<file path="src/rtl/gamepad_pmod_multi.sv">
// gamepad_pmod_multi: serial receiver/decoder for 1..4 daisy-chained Gamepad Pmod controllers
// Ports: clk, rst_n (async active-low); pmod_data/pmod_clk/pmod_latch (async serial inputs);
//   buttons/pressed/released [12*NUM_PADS] (pad p at [12p+11:12p], {b,y,sel,start,up,down,left,right,a,x,l,r});
//   is_present [NUM_PADS]; frame_valid, frame_error (strobes); link_ok (good frame within TIMEOUT_CYCLES).
// Option: define GAMEPAD_EVENT_EN to build the pressed/released strobes; otherwise they are tied to 0.
module gamepad_pmod_multi #(
    parameter int NUM_PADS       = 2,
    parameter int TIMEOUT_CYCLES = 2000000
) (
    input  logic                    clk,
    input  logic                    rst_n,
    input  logic                    pmod_data,
    input  logic                    pmod_clk,
    input  logic                    pmod_latch,
    output logic [12*NUM_PADS-1:0]  buttons,
    output logic [12*NUM_PADS-1:0]  pressed,
    output logic [12*NUM_PADS-1:0]  released,
    output logic [NUM_PADS-1:0]     is_present,
    output logic                    frame_valid,
    output logic                    frame_error,
    output logic                    link_ok
);
    localparam int W  = 12 * NUM_PADS;
    localparam int CW = $clog2(W + 2);
    localparam int TW = $clog2(TIMEOUT_CYCLES + 1);
    localparam logic [CW-1:0] FULL = CW'(W);
    localparam logic [CW-1:0] OVF  = CW'(W + 1);
    localparam logic [TW-1:0] TMAX = TW'(TIMEOUT_CYCLES);

    logic [1:0]          data_s;
    logic [2:0]          clk_s, latch_s;
    logic [W-1:0]        shift_reg, pend_word, new_buttons;
    logic [NUM_PADS-1:0] new_present;
    logic [CW-1:0]       bit_cnt;
    logic [TW-1:0]       wd_cnt, wd_next;
    logic                pend_ok, pend_err, clk_fall, latch_rise, expire;

    // bit [1] is the synchronised value, bit [2] its previous cycle
    assign clk_fall   = clk_s[2] & ~clk_s[1];
    assign latch_rise = latch_s[1] & ~latch_s[2];

    for (genvar p = 0; p < NUM_PADS; p++) begin : g_pad
        assign new_present[p]          = pend_word[12*p +: 12] != 12'hFFF;
        assign new_buttons[12*p +: 12] = new_present[p] ? pend_word[12*p +: 12] : 12'h000;
    end

    // a commit restarts the watchdog; expiry fires only on the cycle it first reaches the limit
    assign wd_next = pend_ok ? '0 : (wd_cnt == TMAX ? TMAX : wd_cnt + 1'b1);
    assign expire  = !pend_ok && wd_cnt == TMAX - 1'b1;

    always_ff @(posedge clk or negedge rst_n) begin
        if (!rst_n) begin
            data_s      <= '0;
            clk_s       <= '0;
            latch_s     <= '0;
            shift_reg   <= '0;
            bit_cnt     <= '0;
            pend_word   <= '0;
            pend_ok     <= 1'b0;
            pend_err    <= 1'b0;
            wd_cnt      <= TMAX;
            link_ok     <= 1'b0;
            frame_valid <= 1'b0;
            frame_error <= 1'b0;
            buttons     <= '0;
            is_present  <= '0;
        end else begin
            data_s  <= {data_s[0], pmod_data};
            clk_s   <= {clk_s[1:0], pmod_clk};
            latch_s <= {latch_s[1:0], pmod_latch};
            // latch wins over a coincident shift clock fall; that bit is dropped
            if (latch_rise)
                bit_cnt <= '0;
            else if (clk_fall) begin
                shift_reg <= {shift_reg[W-2:0], data_s[1]};
                bit_cnt   <= bit_cnt == OVF ? OVF : bit_cnt + 1'b1;
            end
            // snapshot the frame so later shifting cannot disturb the commit a cycle on
            pend_ok  <= latch_rise && bit_cnt == FULL;
            pend_err <= latch_rise && bit_cnt != FULL;
            if (latch_rise)
                pend_word <= shift_reg;
            wd_cnt      <= wd_next;
            link_ok     <= wd_next < TMAX;
            frame_valid <= pend_ok;
            frame_error <= pend_err;
            if (pend_ok) begin
                buttons    <= new_buttons;
                is_present <= new_present;
            end else if (expire) begin
                buttons    <= '0;
                is_present <= '0;
            end
        end
    end

`ifdef GAMEPAD_EVENT_EN
    always_ff @(posedge clk or negedge rst_n) begin
        if (!rst_n) begin
            pressed  <= '0;
            released <= '0;
        end else begin
            pressed  <= pend_ok ? new_buttons & ~buttons : '0;
            released <= pend_ok ? ~new_buttons & buttons : expire ? buttons : '0;
        end
    end
`else
    assign pressed  = '0;
    assign released = '0;
`endif
endmodule

</file>
<file path="config.mk">
export PLATFORM = sky130hd
export DESIGN_NAME = gamepad_pmod_multi
export DESIGN_NICKNAME = d
export VERILOG_FILES = /design/src/rtl/gamepad_pmod_multi.sv
export SDC_FILE = /design/constraint.sdc
export NUM_CORES = 1
export LEC_CHECK = 0
export CAP_MARGIN = 40
export CORE_ASPECT_RATIO = 1.2
export CORE_MARGIN = 4
export CORE_UTILIZATION = 56
export CTS_BUF_LIST = sky130_fd_sc_hd__clkbuf_4
export CTS_CLUSTER_DIAMETER = 80
export DETAILED_ROUTE_END_ITERATION = 12
export DONT_BUFFER_PORTS = 1
export PLACE_DENSITY = 0.79
export SETUP_SLACK_MARGIN = 0.1
export SYNTH_ARGS = -nofsm -noshare
export SYNTH_HDL_FRONTEND = slang
export SYNTH_SLANG_ARGS = --single-unit
</file>
<file path="constraint.sdc">
create_clock -name clk -period 2.55 [get_ports clk]
set_input_delay 0.765 -clock clk [delete_from_list [all_inputs] [get_ports clk]]
set_output_delay 0.765 -clock clk [all_outputs]
set_load 0.02 [all_outputs]
</file>
==> flow_metrics.tcl, run 1 <==
set metrics [dict create \
    holdWs_ps -51.02 \
    drcViolationCount 0 \
    most-common-layout-cells "dfrtp_1, nand2_1, conb_1" \
    place_hpwl_um 6120 \
    drv_cap 0 \
    ios 82 \
    rsz0062_at_grt "no" \
    multi_input_area_um2 1886 \
    path_class "flip-flop to flip-flop" \
    grt_start_max_net_pins 114 \
    drive_above_1_share_pct 16.74 \
    die_w_um 94.26 \
    postPlaceCellArea_um2 4945 \
    crit_fanout 7 \
    reg2reg_depth 6 \
    grt_pass1_vias 2951 \
    async_flop_share_pct 100.0 \
    drv_slew 0 \
    ant_nets 0 \
    ys_warn_count 0 \
    routedWlPerCell_um 14.90 \
    synth_seq_cells 113 \
    ir_worst_vdd_mv 0.4896 \
    worstSkewPairLatency_ps 500 \
    crit_start "wd_cnt[2]" \
    yosysUniqueCellTypes 45 \
    dieArea_um2 10510 \
    diodes 0 \
    track_usage_pct 17.84 \
    endpoint "link_ok" \
    rows 37 \
    report.final.setup_viol 0 \
    hp-class "input pin to asynchronous set/reset pin" \
    max-clock-path-buffers 2 \
    dr.pass1.iters 5 \
    synth_ff_type "dfrtp_1" \
    synth_edf_count 0 \
    regArea_um2 2836 \
    p_total_w 0.003519 \
    coreArea_um2 8657 \
    drtIter0Drc 194 \
    gp_congestion 0.8823 \
    vias_per_cell 5.230 \
    grt_antenna_before_repair 0 \
    power.density_nw_per_um2 677.1 \
    max_freq_mhz 472.7 \
    slew_headroom_pct 56.63 \
    numCtsBuffers 17 \
    violations "hold timing" \
    finalCriticalPeriod_ps 2115 \
    worstPathArrival_ps 2530 \
    crit-reg2reg-capture "link_ok" \
    yosysSeqAreaShare_pct 56.73 \
    r2r_slack_ps 430 \
    syn_area_um2 5000 \
    avgSynthCellArea_um2 11.16 \
    grt_pass1_wl_um 14630 \
    crit-reg2reg-launch "wd_cnt[2]" \
    end_kind "flip-flop" \
    fin_crit_sh_pct 82.96 \
    start_util_pct 57.75 \
    ctsResizeCount 0 \
    clk_pin_slew_ps 110 \
    root_buffer "clkbuf_4" \
    finalInstanceArea_um2 5197 \
    worstPathRequired_ps 2960 \
    finalHoldViolCount 106 \
    final_common_cell "dfrtp_1" \
    syn-instance-count 448 \
    fin_worst_skew_ps 16.53 \
    final_net_count 464 \
    run_status "finished, violations left" \
    nFillCells 712 \
    cts_tree "done" \
    cts_max_level 4 \
    p_leak_nw 2.585 \
    cts_setup_buffers 0 \
    finalWirelength_um 8685 \
    critPathLaunchType "flip-flop" \
    gr-total-overflow 0 \
    area_growth_pct 3.954 \
    die_h_um 111.5 \
    fin_tns_setup_ps 0 \
    tightestPinTransition_ps 650.6 \
    io_buffers 0 \
    vias 3049 \
    numClockSinks 113 \
]
-- per-stage QoR --
step           instances  hold slack, ps  setup WS [ps]  utilization (%)
3_3_place_gp         550           333.1          462.3            56.99
4_1_cts              583          -96.04          458.9            60.04
6_report             583          -51.02          434.5            60.04
3_5_place_dp         551           340.3          491.1            57.12
2_1_floorplan        495           331.2          754.2                -
5_1_grt              583          -120.1          309.4            60.04
-- how the worst min path moves through the flow --
stage,startpoint,end,slack [ps],cells after the start
after CTS,rst_n,wd_cnt[16],-100,0
after global routing,rst_n,pend_word[21],-120,0
final,rst_n,wd_cnt[13],-50,0
after global placement,latch_s[0],latch_s[1],330,0
after floorplan,clk_s[0],clk_s[1],330,0
after detailed placement,clk_s[0],clk_s[1],340,0
-- area by class of cell --
cell class                      instances  area share (%)
Sequential cell                       113           54.57
Tap cell                              117           2.817
Clock buffer                           18           2.600
Clock inverter                         14           2.263
Inverter                                6          0.4333
Timing Repair Buffer                    5           1.035
Multi-Input combinational cell        310           36.28
-- where the power goes --
part	leakage, nW	switching, W	internal (W)
registers	1.48	0.000139	0.00196
clock network	0.128	0.000667	0.000487
logic	0.977	0.000152	0.000114
total	2.58	0.000957	0.00256
-- layer usage --
metal	track usage (%)	wire length (µm)	vias to the layer above
met5	0	0	-
met4	6.358	117	0
met3	6.554	451	15
met2	29.17	4686	78
met1	21.62	3430	1502
li1	-	-	1454
-- worst max-delay path, stage by stage, from the launching register on --
cell	delay [ps]
dfrtp_1	480
nand4_1	300
nor4_1	400
mux2_2	420
o311ai_1	110
a31oi_1	130
o211ai_1	190
-- logic make-up after synthesis --
logic type | count (synthesis) | synth area share, %
compound gates | 45 | 7.032
xor+xnor | 19 | 3.328
fa+ha+maj | 6 | 1.501
buf+inv | 72 | 9.184
flops | 113 | 56.73
mux | 25 | 5.631
other cells | 1 | 0.07500
simple gates | 167 | 16.52
-- synthesized netlist by cell type, types with 7 or more instances --
master / number / area share, %
dfrtp_1: 106 / 53
nand2_1: 83 / 6.2
buf_4: 49 / 7.4
nor2_1: 26 / 2.0
mux2_2: 25 / 5.6
a22o_1: 24 / 4.2
nand4_1: 15 / 1.9
clkbuf_1: 12 / 0.90
xor2_1: 11 / 1.9
xnor2_1: 8 / 1.4
and3_1: 7 / 0.88
dfstp_2: 7 / 3.7
nand3_1: 7 / 0.70
Note: power is estimated with default switching activity, not from simulation.
==> run 2, diff against run 1 <==
PLACE_DENSITY = 0.82   (was 0.79)
clock period = 1.75 ns   (was 2.55 ns; I/O delays follow)
==> run 2 against run 1 <==
Net effect: the flow finishes with violations (hold timing, setup timing); clock-buffer cell count shrank 1; non-clock buffer count grew 47; first-iteration DRC count grew 66%; critical path depth grew 3; total power grew 50%; clock power grew 59%; clock skew grew 5.3 ps; highest routed layer unchanged.
==> flow_metrics.tcl, run 2 (synthesized netlist as in run 1, its figures left out) <==
set metrics [dict create \
    gr-total-overflow 0 \
    power.density_nw_per_um2 897.5 \
    utilization_pct 68.03 \
    p_leak_nw 2.890 \
    die_w_um 94.26 \
    vias_per_cell 5.340 \
    finalHoldViolCount 113 \
    routedWlPerCell_um 16.45 \
    drive_above_1_share_pct 29.32 \
    start_util_pct 57.75 \
    crit_fanout 4 \
    met2_usage_pct 35.42 \
    ctsHoldBuffers 3 \
    cp_top_family "simple AND/OR/NAND/NOR gates" \
    grt_start_max_net_pins 114 \
    vias 3375 \
    cp_num_buf_inv 3 \
    r2r_slack_ps -150 \
    drtIter0Drc 322 \
    top_usage_layer "met2" \
    violations "hold timing, setup timing" \
    gp_congestion 0.8549 \
    dr.pass1.iters 4 \
    coreArea_um2 8657 \
    final_net_count 513 \
    tightestPinTransition_ps 654.7 \
    area_growth_pct 17.79 \
    reg2reg_depth 9 \
    max_freq_mhz 527.4 \
    drcViolationCount 0 \
    cpMaxStageDelayCell "dfrtp_1" \
    ir_worst_vdd_mv 0.5949 \
    ios 82 \
    clk_pin_slew_ps 110 \
    max_stage_delay_ps 390 \
    worstPathArrival_ps 2360 \
    worst_slack_ps -145.9 \
    rsz0062_at_grt "yes" \
    grt_pass1_vias 3386 \
    most-common-layout-cells "dfrtp_1, nand2_1, conb_1" \
    root_buffer "clkbuf_4" \
    io_buffers 0 \
    crit_top_cell "buf_6" \
    grt_pass1_wl_um 16770 \
    drv_slew 0 \
    critPathLaunchType "flip-flop" \
    cts_max_level 4 \
    holdWs_ps -313.2 \
    fin_worst_skew_ps 21.86 \
    grt_antenna_before_repair 0 \
    track_usage_pct 20.77 \
    fin_crit_sh_pct 108.3 \
    drv_cap 0 \
    slew_headroom_pct 56.35 \
    finalWirelength_um 10400 \
    hp-class "input pin to asynchronous set/reset pin" \
    numClockSinks 113 \
    rows 37 \
    numCtsBuffers 17 \
    path_class "flip-flop to flip-flop" \
    end_kind "flip-flop" \
    cp_cell_sequence "buf_6 > nand4_1 > buf_6 > buf_4 > o21ai_0 > nor4b_2 > o31ai_1 > and3_1 > o211ai_1" \
    finalCriticalPeriod_ps 1896 \
    worstSkewPairLatency_ps 530 \
    use_met3_pct 7.365 \
    diodes 0 \
    dieArea_um2 10510 \
    worstPathRequired_ps 2210 \
    report.final.setup_viol 40 \
    die_h_um 111.5 \
    max-clock-path-buffers 2 \
    cts_tree "done" \
    cp.depth 9 \
    final_common_cell "dfrtp_1" \
    place_hpwl_um 6563 \
    ant_nets 0 \
    place_inst 581 \
    run_status "finished, violations left" \
    fin_cells 632 \
    use_met1_pct 23.41 \
]
[run 2: cell types whose count changed in the layout (fill, tap and decap cells not counted), moves of 3 or more]
cell / change
buf_4: +32
buf_6: +9
dfrtp_1: -6
dfrtp_2: +6
nor2_1: -6
nor2_4: +4
a21oi_4: +3
buf_12: +3
dlygate4sd3_1: +3
nor4b_1: -3
[run 2: path summary, 6_finish.rpt]
check                               start             to
worst max-delay path            wd_cnt[5]        link_ok
worst min-delay path                rst_n  pend_word[14]
worst max register to register  wd_cnt[5]        link_ok
worst min register to register  data_s[0]      data_s[1]
max in group asynchronous           rst_n     wd_cnt[18]
min in group clk                data_s[0]      data_s[1]
[run 2: stage by stage]
stage               hold WS, ps  total power [W]  setup TNS [ps]  worst slack, ps  instance area [µm²]
finish                   -313.2         0.005286           -1652           -145.9                 5889
global route             -386.2         0.005556           -2635           -318.1                 5889
CTS                      -353.2         0.005321          -264.4           -100.5                 5776
detailed placement        235.0         0.003497           -2527           -132.3                 5230
global placement          234.2         0.003454           -1575           -78.15                 5230
floorplan                 229.4         0.003465               0            36.99                 5255
[run 2: where the power goes]
part	internal (W)	total, W	leakage (nW)	switching [W]
clock network	0.000829	0.00183	0.129	0.00100
registers	0.00286	0.00306	1.47	0.000204
logic	0.000170	0.000394	1.29	0.000224
total	0.00386	0.00529	2.89	0.00143
[run 2: area by class of cell]
cell class / instances / area (µm²)
fillers: 585 / 2768
repair buffers: 52 / 485.5
multi-input cells: 312 / 2120
flip-flops and latches: 113 / 2844
clock inverters: 15 / 143.9
inverters: 6 / 22.52
clock buffers: 17 / 127.6
well taps: 117 / 146.4
[run 2: timing repair]
action	4_1_cts	5_1_grt
gates resized for setup	26	27
gates cloned	3	0
endpoints found under the setup margin	42	45
buffers inserted	9	6
endpoints found under the hold margin	116	113
pin swaps	38	12
[run 2: routing by layer]
metal | vias up | routed length [µm]
li1 | 1556 | -
met1 | 1698 | 3797
met2 | 98 | 5805
met3 | 23 | 522
met4 | 0 | 271
met5 | - | 0
